`src/rtl/inst_fetch.sv`:
```
// Instruction fetch unit: issues one imem request at a time, holds the fetched word
// for the decoder and handles redirects, misaligned PCs and access faults.
module inst_fetch #(
    parameter logic [63:0] RESET_PC = 64'h8000_0000
) (
    input  logic        clock,
    input  logic        rst_n,
    output logic        imem_req_valid,
    input  logic        imem_req_ready,
    output logic [63:0] imem_req_addr,
    input  logic        imem_rsp_valid,
    input  logic [31:0] imem_rsp_data,
    input  logic        imem_rsp_err,
    output logic        inst_valid,
    input  logic        inst_ready,
    output logic [31:0] inst,
    output logic [63:0] inst_pc,
    output logic        inst_err,
    input  logic        redirect_valid,
    input  logic [63:0] redirect_pc,
    output logic [1:0]  fsm_state
);

    // Handshakes: a transfer happens on a rising edge where valid and ready are both 1;
    // valid never depends combinationally on ready, and payload is held while valid waits.

    typedef enum logic [1:0] {
        S_REQ   = 2'd0,
        S_WAIT  = 2'd1,
        S_HOLD  = 2'd2,
        S_DRAIN = 2'd3
    } state_t;

    state_t      state, state_nxt;
    logic [63:0] pc, pc_nxt;
    logic        started;
    logic [31:0] inst_q;
    logic [63:0] inst_pc_q;
    logic        inst_err_q;
    logic        load_out;
    logic [31:0] load_inst;
    logic        load_err;
    logic        misaligned;
    logic        req_fire;

    assign misaligned     = (pc[1:0] != 2'b00);
    // started keeps the request low while reset is asserted and until the first edge after release.
    assign imem_req_valid = (state == S_REQ) && started && !misaligned;
    assign imem_req_addr  = pc;
    assign req_fire       = imem_req_valid && imem_req_ready;
    assign inst_valid     = (state == S_HOLD);
    assign inst           = inst_q;
    assign inst_pc        = inst_pc_q;
    assign inst_err       = inst_err_q;
    assign fsm_state      = state;

    always_comb begin
        state_nxt = state;
        pc_nxt    = pc;
        load_out  = 1'b0;
        load_inst = 32'h0;
        load_err  = 1'b0;
        case (state)
            S_REQ: begin
                if (redirect_valid) begin
                    pc_nxt    = redirect_pc;
                    state_nxt = req_fire ? S_DRAIN : S_REQ;
                end else if (started && misaligned) begin
                    load_out  = 1'b1;
                    load_err  = 1'b1;
                    state_nxt = S_HOLD;
                end else if (req_fire) begin
                    state_nxt = S_WAIT;
                end
            end
            S_WAIT: begin
                if (redirect_valid) begin
                    pc_nxt    = redirect_pc;
                    state_nxt = imem_rsp_valid ? S_REQ : S_DRAIN;
                end else if (imem_rsp_valid) begin
                    load_out  = 1'b1;
                    load_inst = imem_rsp_err ? 32'h0 : imem_rsp_data;
                    load_err  = imem_rsp_err;
                    state_nxt = S_HOLD;
                end
            end
            S_HOLD: begin
                // Redirect wins over the sequential step even when the decoder consumes.
                if (redirect_valid) begin
                    pc_nxt    = redirect_pc;
                    state_nxt = S_REQ;
                end else if (inst_ready) begin
                    pc_nxt    = pc + 64'd4;
                    state_nxt = S_REQ;
                end
            end
            S_DRAIN: begin
                if (redirect_valid) begin
                    pc_nxt = redirect_pc;
                end
                if (imem_rsp_valid) begin
                    state_nxt = S_REQ;
                end
            end
            default: state_nxt = S_REQ;
        endcase
    end

    always_ff @(posedge clock or negedge rst_n) begin
        if (!rst_n) begin
            state      <= S_REQ;
            pc         <= RESET_PC;
            started    <= 1'b0;
            inst_q     <= 32'h0;
            inst_pc_q  <= 64'h0;
            inst_err_q <= 1'b0;
        end else begin
            state   <= state_nxt;
            pc      <= pc_nxt;
            started <= 1'b1;
            if (load_out) begin
                inst_q     <= load_inst;
                inst_pc_q  <= pc;
                inst_err_q <= load_err;
            end
        end
    end

endmodule

```
`config.mk`:
```
export PLATFORM = sky130hd
export DESIGN_NAME = inst_fetch
export DESIGN_NICKNAME = d
export VERILOG_FILES = /design/src/rtl/inst_fetch.sv
export SDC_FILE = /design/constraint.sdc
export NUM_CORES = 1
export LEC_CHECK = 0
export ABC_AREA = 1
export ABC_CLOCK_PERIOD_IN_PS = 2700
export CORE_ASPECT_RATIO = 1.2
export CORE_MARGIN = 2
export CORE_UTILIZATION = 40
export DETAILED_ROUTE_END_ITERATION = 8
export PLACE_DENSITY = 0.69
export SETUP_SLACK_MARGIN = 0.5
export SLEW_MARGIN = 20
export SYNTH_ARGS = -nofsm -noshare
export SYNTH_HDL_FRONTEND = slang
export SYNTH_SLANG_ARGS = --single-unit
```
`constraint.sdc`:
```
create_clock -name clock -period 2.7 [get_ports clock]
set_input_delay 0.27 -clock clock [delete_from_list [all_inputs] [get_ports clock]]
set_output_delay 0.27 -clock clock [all_outputs]
set_load 0.01 [all_outputs]
```
==> results.md <==
- Place WS: 0.552 ns
- Skew final: 0.0152 ns
- Vias: 9602
- Routed len/inst: 18.1 µm
- Hpwl dp: 26.0 mm
- Diode count: 0
- Worst-Skew Late Latency: 0.45 ns
- Die area: 24200 µm²
- Maximum VDD drop: 0.474 mV
- Post-synth top cells: 395 x nand2_1, 211 x nor2_1, 163 x dfrtp_1, 152 x inv_1, 119 x o21ai_0
- DR pass1 iterations: 8
- Initial Utilization: 40.9%
- Initial antenna violation count: 0
- I/O pin cnt: 268
- Actual slew at the worst max-slew pin: 0.783 ns
- Most frequent cell after synthesis: nand2_1
- Clock buffer count from CTS: 17
- Largest net degree at the start of global routing: 81
- CP arrival: 1.88 ns
- Final WS setup: 0.550 ns
- First-pass GRT wire length: 50.6 mm
- Layout cells sized above 1: 5.56%
- Tot GR Track Use: 27.4%
- Post-route setup TNS: 0 ns
- Slowest library cell on the worst path: clkdlybuf4s50_1
- Drt drc: 0
- Switching share of power: 38.0%
- Synthesized flop and latch total: 164
- Vias/cell: 5.16
- Postcts setup bufs: 0
- DRT Wirelength: 33.7 mm
- Share of the synthesized area in the top cell type: 44.4%
- # setup viols final: 0
- GRT overflow: 0
- Power Total: 10.7 mW
- Dpl cells: 1828
- PortBufs: 267
- CP Launch Type: register
- Final min period: 2.15 ns
- EDFF count, synth: 0
- Synth Area per Inst: 7.04 µm²
- CP Cell Sequence: nor2_2 -> and3_1 -> clkdlybuf4s50_1
- CTS Buffer Depth: 2
- Initial DRC count: 680
- Global placement routability congestion: 0.981
- Delay-heaviest family, CP: buffers and inverters
- DP Area: 12100 µm²
- CTS root buf: clkbuf_16
- Crit share post-route: 79.6%
- Post-synthesis cell area: 9180 µm²
- P_int: 6.66 mW
- Status: complete, no violations
- Leak pwr: 5.98 nW
- Power share of the clock group: 22.8%
- Synth top area cells: dfrtp_1 44%, nand2_1 16%, nor2_1 8.6%
- CP bufs+invs: 1
- Power per cell area: 846 nW/µm²
- Cell row count: 60
- Top cell type by total area after synthesis: dfrtp_1
- Hold Vio Cnt, Final: 0
- Sequential-to-total area share from yosys stat: 44.7%
- Worst rel slew slack: 47.8%
- CP max FO: 5
- Die height: 170 µm
- Unrepaired setup endpoints after global routing: false
- Finished Layout Cells: 1861
- Mapped Cells: 1304
- Synth unique cells: 36
- H-Tree Depth: 4
- Combinational share of power: 40.0%
- Final Cell Area: 12700 µm²
- Top FF cell, synth: dfrtp_1
- Core Region: 22400 µm²
- Yosys warns: 0
- Synth async-reset ratio: 100%
- Worst-path clk slew: 0.08 ns
- Sink Count: 164
- Post-route ant nets: 0
- Critical Path End Type: primary output
- Seq pwr share: 37.2%
- # Max-Cap Violations: 0
- Worst hold path class: input port to register
- Critical path type: register to primary output
- Nets@finish: 1673
- CP peak stage delay: 0.55 ns
- Final Max Tran Viols: 0
- Chip Width: 142 µm
- FMAX: 0.465 GHz
- P_sw: 4.09 mW
- Syn Nets: 1408
- Worst EP required: 2.43 ns
- CTS tree: built
- Area growth from synthesis to layout: 38.4%
- Vias in the first global route: 8907
kinds of logic (layout without fill, tap and decap cells):
| family | Yosys count | after routing | share of synthesized area [%] |
|---|---|---|---|
| and+or+nand+nor | 740 | 740 | 33.7 |
| buffers and inverters | 202 | 480 | 9.64 |
| AOI/OAI and AO/OA | 191 | 191 | 11.3 |
| DFF | 164 | 164 | 44.7 |
| xor gates and xnor gates | 5 | 5 | 0.477 |
| adders and majority gates | 1 | 1 | 0.136 |
| other | 1 | 1 | 0.0409 |
cells in the final DEF (no fill, tap or decap), types with 2 or more instances in the layout:
| cell type | netlist | routed |
|---|---|---|
| nand2_1 | 395 | 395 |
| clkdlybuf4s50_1 | 0 | 266 |
| nor2_1 | 211 | 210 |
| dfrtp_1 | 163 | 163 |
| inv_1 | 152 | 151 |
| o21ai_0 | 119 | 119 |
| nand3_1 | 79 | 79 |
| buf_4 | 3 | 20 |
| o22ai_1 | 19 | 19 |
| a21oi_1 | 18 | 18 |
| clkbuf_16 | 0 | 17 |
| nand4_1 | 15 | 15 |
| nor3_1 | 11 | 11 |
| o21ai_1 | 10 | 10 |
| nor2_4 | 9 | 10 |
| a31oi_1 | 8 | 8 |
| o211ai_1 | 8 | 8 |
| nand2_4 | 6 | 6 |
| a211oi_1 | 6 | 6 |
| nor2_2 | 5 | 5 |
| xor2_1 | 5 | 5 |
| inv_8 | 0 | 5 |
| inv_2 | 4 | 4 |
| nand2_2 | 4 | 4 |
| inv_6 | 0 | 3 |
| clkinv_8 | 0 | 3 |
| clkinv_1 | 2 | 2 |
| and3_1 | 2 | 2 |
| clkinvlp_4 | 0 | 2 |
| buf_12 | 0 | 2 |
layout make-up:
class / instances / area [µm²]
clock buffers: 17 / 425
clock inverters: 15 / 160
fillers: 2191 / 9740
inverters: 158 / 596
multi-input cells: 938 / 4200
flip-flops and latches: 164 / 4110
well taps: 279 / 349
repair buffers: 290 / 2870
sequential cells by signal, indices dropped and copies added, names as in the netlist:
register and count:
imem_req_addr 64, inst_pc 64, inst 32, fsm_state 2
inst_err 1, started 1
metal layers:
layer / vias up / track usage [%] / share of wire, % / wire, µm
met4: 2 / 9.48 / 3.0 / 1020
met3: 58 / 4.84 / 7.0 / 2360
li1: 4668 / - / - / -
met2: 417 / 46.7 / 49 / 16400
met1: 4457 / 34.9 / 41 / 13900
met5: - / 1.68 / 0.12 / 42
through the flow:
stage                     hold slack [ns]  util [%]
after floorplan                   -0.0256         -
after global placement              0.384      53.9
after detailed placement            0.386      53.9
after CTS                           0.377      56.6
after global routing                0.393      56.6
final                               0.382      56.6
power groups by stage:
stage          sequential [mW]  clock, mW  combinational, mW
3_5_place_dp              4.02          0               4.31
6_report                  4.00       2.45               4.30
5_1_grt                   4.10       2.58               4.69
2_1_floorplan             4.26          0               1.60
3_3_place_gp              4.02          0               4.25
4_1_cts                   3.99       2.48               4.33
worst paths after layout:
path / startpoint / cells past startpoint / slack [ns] / endpoint
setup / recovery: fsm_state[0] / 3 / 0.55 / imem_req_valid
hold / removal: imem_rsp_data[24] / 3 / 0.38 / inst[24]
setup reg to reg: imem_req_addr[30] / 10 / 0.63 / imem_req_addr[45]
hold reg to reg: inst_pc[15] / 2 / 0.47 / inst_pc[15]
max in group asynchronous: rst_n / 3 / 1.43 / imem_req_addr[31]
min in group asynchronous: rst_n / 2 / 0.45 / inst_pc[37]
tightest hold or removal path: stages:
cell and delay (ns):
clkdlybuf4s50_1 0.40, inv_1 0.05, o21ai_0 0.07
what timing repair did:
action / in CTS / in global routing
hold buffers: 1 / 0
pin swaps: 0 / 0
hold endpoints to repair: 78 / 0
gates resized for setup: 1 / 1
endpoints found under the setup margin: 1 / 1
Power figures use the tool's default switching activity.
